===== config.mk =====
export PLATFORM = sky130hd
export DESIGN_NAME = da_shift_accumulator
export DESIGN_NICKNAME = d
export VERILOG_FILES = /design/src/rtl/da_shift_accumulator.sv
export SDC_FILE = /design/constraint.sdc
export NUM_CORES = 1
export LEC_CHECK = 0
export CAP_MARGIN = 20
export CORE_MARGIN = 2
export CORE_UTILIZATION = 25
export DETAILED_ROUTE_END_ITERATION = 12
export SYNTH_ARGS = -nofsm -noshare
export SYNTH_HDL_FRONTEND = slang
export SYNTH_SLANG_ARGS = --single-unit

===== constraint.sdc =====
create_clock -name clk -period 3.6 [get_ports clk]
set_input_delay 0.72 -clock clk [delete_from_list [all_inputs] [get_ports clk]]
set_output_delay 0.72 -clock clk [all_outputs]
set_load 0.02 [all_outputs]

===== src/rtl/da_shift_accumulator.sv =====
// Bit-serial shift-accumulate stage of the DA LMS filter: walks the slice index
// through the barrel shifters and folds the returned LUT partial sums into one output word.
//
// state | meaning
// ------+---------------------------------------------------------------
// IDLE  | waiting for start; amt parked at 0
// ISSUE | amt=j presented to the shifters, amt_valid pulses
// WAIT  | holding amt=j until the LUT returns its partial sum
// DONE  | y carries the finished conversion, y_valid pulses
module da_shift_accumulator #(
  parameter int LUT_W = 12,
  parameter int AMT_W = 3,
  parameter int ACC_W = LUT_W + 8
) (
  input  logic                    clk,
  input  logic                    rst_n,
  input  logic                    start,
  input  logic signed [LUT_W-1:0] lut_in,
  input  logic                    lut_valid,
  output logic [AMT_W-1:0]        amt,
  output logic                    amt_valid,
  output logic                    busy,
  output logic signed [ACC_W-1:0] y,
  output logic                    y_valid
);

  localparam int BITS = 2 ** AMT_W;
  localparam logic [AMT_W-1:0] J_LAST = AMT_W'(BITS - 1);

  typedef enum logic [1:0] {
    S_IDLE  = 2'd0,
    S_ISSUE = 2'd1,
    S_WAIT  = 2'd2,
    S_DONE  = 2'd3
  } state_t;

  state_t                   state_q, state_d;
  logic [AMT_W-1:0]         j_q, j_d;
  logic signed [ACC_W-1:0]  acc_q, acc_d;
  logic signed [ACC_W-1:0]  y_q, y_d;
  logic signed [ACC_W-1:0]  lut_ext;
  logic signed [ACC_W-1:0]  term;
  logic                     slice_ok;

  always_ff @(posedge clk or negedge rst_n) begin
    if (!rst_n) begin
      state_q <= S_IDLE;
      j_q     <= '0;
      acc_q   <= '0;
      y_q     <= '0;
    end else begin
      state_q <= state_d;
      j_q     <= j_d;
      acc_q   <= acc_d;
      y_q     <= y_d;
    end
  end

  assign slice_ok = (state_q == S_WAIT) && lut_valid;

  always_comb begin
    state_d = state_q;
    case (state_q)
      S_IDLE:  if (start) state_d = S_ISSUE;
      S_ISSUE: state_d = S_WAIT;
      S_WAIT:  if (lut_valid) state_d = (j_q == J_LAST) ? S_DONE : S_ISSUE;
      S_DONE:  state_d = S_IDLE;
      default: state_d = S_IDLE;
    endcase
  end

  // The MSB slice carries negative binary weight, so it is subtracted.
  always_comb begin
    lut_ext = {{(ACC_W - LUT_W){lut_in[LUT_W-1]}}, lut_in};
    term    = lut_ext << j_q;
    j_d     = j_q;
    acc_d   = acc_q;
    y_d     = y_q;
    if (state_q == S_IDLE && start) begin
      j_d   = '0;
      acc_d = '0;
    end else if (slice_ok) begin
      if (j_q == J_LAST) begin
        acc_d = acc_q - term;
        y_d   = acc_q - term;
      end else begin
        acc_d = acc_q + term;
        j_d   = j_q + AMT_W'(1);
      end
    end
  end

  always_comb begin
    amt       = (state_q == S_IDLE) ? '0 : j_q;
    amt_valid = (state_q == S_ISSUE);
    busy      = (state_q != S_IDLE);
    y_valid   = (state_q == S_DONE);
    y         = y_q;
  end

endmodule


* Word level (Yosys, flattened, before mapping)
Index checks and enable logic that the tools add are counted. Widths: inputs -> output; s select.
Storage, ports and cells: memories kept 0, logic and storage cells 35, memory bits (read-only) 0, input port bits 16, memory bits (writable) 0, bits in registers 45, latch bits 0, output and inout port bits 26
Operators by class: $add $sub $neg 3, multiply operators 0, divide/modulo/power cells 0, magnitude comparators 0, shifts and indexed selects 1, reduce and logical (&&, ||, !) cells 8, equal/unequal tests 7, mux-type cells 11, bitwise gates (word level) 1
Operator list (count):
- $mux 20 | 3
- $add 20x20->20 | 1
- $shl 20x3->20 | 1
- $sub 20x20->20 | 1
- $mux 3 | 4
- $pmux 2 s4 | 1
- $mux 2 | 3
- $ne 2x2->1 const B | 3
- $eq 2x2->1 const B | 2
- $reduce_and 2->1 | 2
- $reduce_bool 2->1 | 2
- $add 3x1->3 const B | 1
- $eq 3x3->1 const B | 1
- $reduce_and 3->1 | 1
- $eq 2x1->1 const B | 1
- $logic_and 1x1->1 | 2
- $logic_not 2->1 | 1
- $not 1->1 | 1

* Logic depth before layout (Yosys ltp)
word-level depth 5, gate-level depth with buffers 15, mapped depth without buffers 14

* Worst setup path after synthesis
OpenSTA, ideal clock, no wires.
kind input port to flip-flop, start in lut_in[2], end reg acc_q[18], stages on the path 14, library setup time 0.126 ns, path buffers 1, required time 3.474 ns, data arrival time 3.331 ns, slack 0.143 ns, cell sequence mux2_2 -> or2_2 -> o211ai_1 -> o21a_1 -> ha_1 -> clkbuf_1 -> nor2_1 -> nand2_1 -> a211o_1 -> a31oi_1 -> a21oi_1 -> a221oi_1 -> mux2i_1 -> nand3_1
On the way: word-level cells in the longest chain between the ends 5, elaborated cells on any way between the ends 6, those cells by class add/sub: 2; shift: 1; mux: 3
RTL lines:
- start, declared | line 18 | input logic signed [LUT_W-1:0] lut_in,
- $shl 20x3->20 (*) | line 75 | term = lut_ext << j_q;
- $add 20x20->20 / $sub 20x20->20 (equally long branches) | line 87, 84
- $mux 20 (*) | line 83 | if (j_q == J_LAST) begin
- $mux 20 (*) | line 82 | end else if (slice_ok) begin
- $mux 20 (*) | line 79 | if (state_q == S_IDLE && start) begin
- end signal, assigned | line 49 | acc_q <= '0;
- end signal, assigned | line 54 | acc_q <= acc_d;
- end, declared | line 39 | logic signed [ACC_W-1:0] acc_q, acc_d;
Mark *: on every way between the ends. The rest lies on a longest branch, timed or not. The select of a mux whose other input is x is not followed. A chain may end at the register's enable or synchronous reset.

* Worst setup path after layout
start in lut_in[7], end reg acc_q[17]
Same word-level chain as after synthesis.

==> flow_summary.json <==
{
  "status": "finished, final reports clean",
  "die_area_sq_um": 18000,
  "cap_violations": 0,
  "synth_cells": 532,
  "drcViolationCount": 0,
  "switching_share": 0.438,
  "cts_buffer_depth": 2,
  "wl_mm": 13.0,
  "fp.dieW_um": 134,
  "design_area_sq_um": 6110,
  "nNetsFinal": 720,
  "yosysSeqAreaShare": 0.266,
  "slowest_stage": "clkdlybuf4s50_1",
  "synth_largest_area_cell": "dfrtp_1",
  "io_buffers": 41,
  "ys_warn_count": 0,
  "ios": 42,
  "tns_ns": 0,
  "ant_nets": 0,
  "grt_use_met3": 0.0159,
  "clk_latency_ns": 0.29,
  "synthesis.area_sq_um": 4230,
  "cpPeakStageDelay_ns": 0.47,
  "relSlewSlack": 0.445,
  "seqPwrFrac": 0.136,
  "drv_slew": 0,
  "ir_worst_vdd_v": 0.000331,
  "area_growth_pct": 44.7,
  "vias": 4175,
  "async_flop_share": 1.00,
  "pwr-share-clk": 0.099,
  "power_frac_comb": 0.765,
  "tightest_slew_ns": 0.829,
  "p_sw_mw": 2.46,
  "grt_max_degree": 26,
  "grt_overflow": 0,
  "layout_commonest_cell": "buf_4",
  "grt_usage": 0.146,
  "detail_route.wl_per_cell_um": 14.7,
  "grtUsageMet2": 0.242,
  "core_region_area_sq_um": 16600,
  "path_clk_slew_ns": 0.06,
  "cp_num_buf_inv": 3,
  "via_per_inst": 4.73,
  "cp.required_ns": 3.77,
  "power.internal_mw": 3.15,
  "end_kind": "register",
  "drtIter0Drc": 299,
  "ys.flop_type": "dfrtp_1",
  "antenna_cells": 0,
  "synth_top_area_frac": 0.266,
  "cp-start-kind": "input pin",
  "dr.pass1.iters": 5,
  "synth.net_count": 591,
  "path_cells": "clkdlybuf4s50_1, nor2b_4, nor3_1, a21oi_1, mux2i_1, buf_4, ha_4, a21o_1, a21o_1, a21oi_2, buf_6, a21oi_4, nor3_4, o31ai_2, or3_1, a32o_1",
  "path_class": "input pin to register",
  "antenna_found_initial": 0,
  "synth-edff-count": 0,
  "dp.cells": 858,
  "ys_seq_elements": 45,
  "busiest_layer": "met2",
  "htreeDepth": 2,
  "critical_path_arrival_ns": 3.65,
  "numClockSinks": 45,
  "grt_pass1_wl_mm": 21.3,
  "gp_congestion": 0.875,
  "grt_pass1_vias": 4159,
  "fillers": 1715,
  "crit_top_cell": "a21o_1",
  "dp_hpwl_mm": 9.47,
  "min_path_type": "input pin to asynchronous set/reset pin",
  "synthTopCellsByArea": "dfrtp_1 (27%), ha_1 (12%), o21ai_0 (5.8%)",
  "max_freq_mhz": 288,
  "fin_crit_ns": 3.48,
  "power_density_nw_per_um2": 917,
  "final_cell_count_no_fill": 882,
  "finalSetupViolations": 0,
  "avgSynthCellArea_sq_um": 7.94,
  "cts_buffers": 5,
  "yosysUniqueCellTypes": 63,
  "fin_crit_sh": 0.966,
  "root_buffer": "clkbuf_16",
  "final_cell_mix": "buf_4 (106), nand2_1 (63), dfrtp_1 (44)",
  "use_met1": 0.204,
  "skew_ns": 0.00769,
  "die_h_um": 134,
  "tritoncts": "done",
  "dpl_cell_area_sq_um": 5490,
  "start_util": 0.255,
  "hold_violations": 0,
  "drive_gt1_frac": 0.272,
  "path_max_fanout": 4,
  "hold_buffers": 0,
  "rows": 47,
  "p_leak_nw": 2.80,
  "crit_family": "compound AO/OA/AOI/OAI gates"
}
layer usage:
metal  share of wire  up-vias
met4           0.010        0
met2            0.47       79
li1                -     2110
met1            0.48     1978
met3           0.040        8
met5               0        -
worst register-to-register path: cells and delay by family, from the launching register on:
family,cells,cell delay [ns]
AND/OR/NAND/NOR,1,0.24
AO/OA/AOI/OAI,9,1.96
flip-flops,1,0.45
buffers and inverters,2,0.20
multiplexers,1,0.31
adder cells (fa/ha/maj),1,0.17
what timing repair did:
| action | in CTS | in global routing |
|---|---|---|
| gates resized for setup | 24 | 58 |
| setup endpoints to repair | 11 | 14 |
| setup buffers | 6 | 10 |
| pin swaps | 13 | 20 |
state kept, by name, indices dropped and copies added, names as in the netlist:
name / cells
y: 20
acc_q: 20
j_q: 3
state_q: 2
path summary, 6_finish.rpt:
path                           start         to  slack (ns)  cells past startpoint
min                            rst_n      y[18]        0.45                      1
max                        lut_in[7]  acc_q[17]        0.12                     16
max reg2reg                   j_q[1]  acc_q[17]        0.18                     14
min in group clk               y[18]      y[18]        0.48                      2
max in group asynchronous      rst_n     j_q[1]        2.39                      2
min reg2reg                    y[18]      y[18]        0.48                      2
stage by stage:
stage	power [mW]	setup WS, ns	util	hold slack [ns]
2_1_floorplan	2.97	0.143	-	0.424
3_3_place_gp	4.39	-0.481	0.331	0.466
3_5_place_dp	4.39	-0.515	0.331	0.472
4_1_cts	5.15	0.00278	0.349	0.475
5_1_grt	6.08	-0.0407	0.369	0.500
6_report	5.61	0.124	0.369	0.450
final cells by class:
cell class,count,area (sq um),area share
clock inverters,1,30.0,0.00491
multi-input cells,423,3180,0.521
repair buffers,149,1220,0.199
inverters,37,139,0.0227
clock buffers,7,143,0.0233
well taps,220,275,0.0450
flip-flops and latches,45,1130,0.184
cells by family after synthesis:
logic type                 synth area share
DFF                                   0.266
adders and majority gates             0.131
buffers and inverters                0.0580
and+or+nand+nor                       0.188
AOI/OAI and AO/OA                     0.237
muxes                                0.0559
xor gates and xnor gates             0.0642
power by group through the flow:
stage	Clock, mW	Combinational [mW]	Sequential (mW)
after CTS	0.569	3.83	0.751
after global placement	0	3.64	0.748
after detailed placement	0	3.64	0.748
final	0.554	4.29	0.764
after global routing	0.586	4.71	0.783
after floorplan	0	2.26	0.713
Yosys cell counts, drive strengths merged, types with 7 or more instances:
library cell and n:
o21ai 52, clkbuf 21, inv 36, nand2 64, a21o 9, dfrtp 45
nor3 15, nor2b 12, ha 41, nand3 7, a21oi 38, xnor2 27
nor2 44, nand2b 8, mux2i 18
Note: power is estimated with default switching activity, not from simulation.
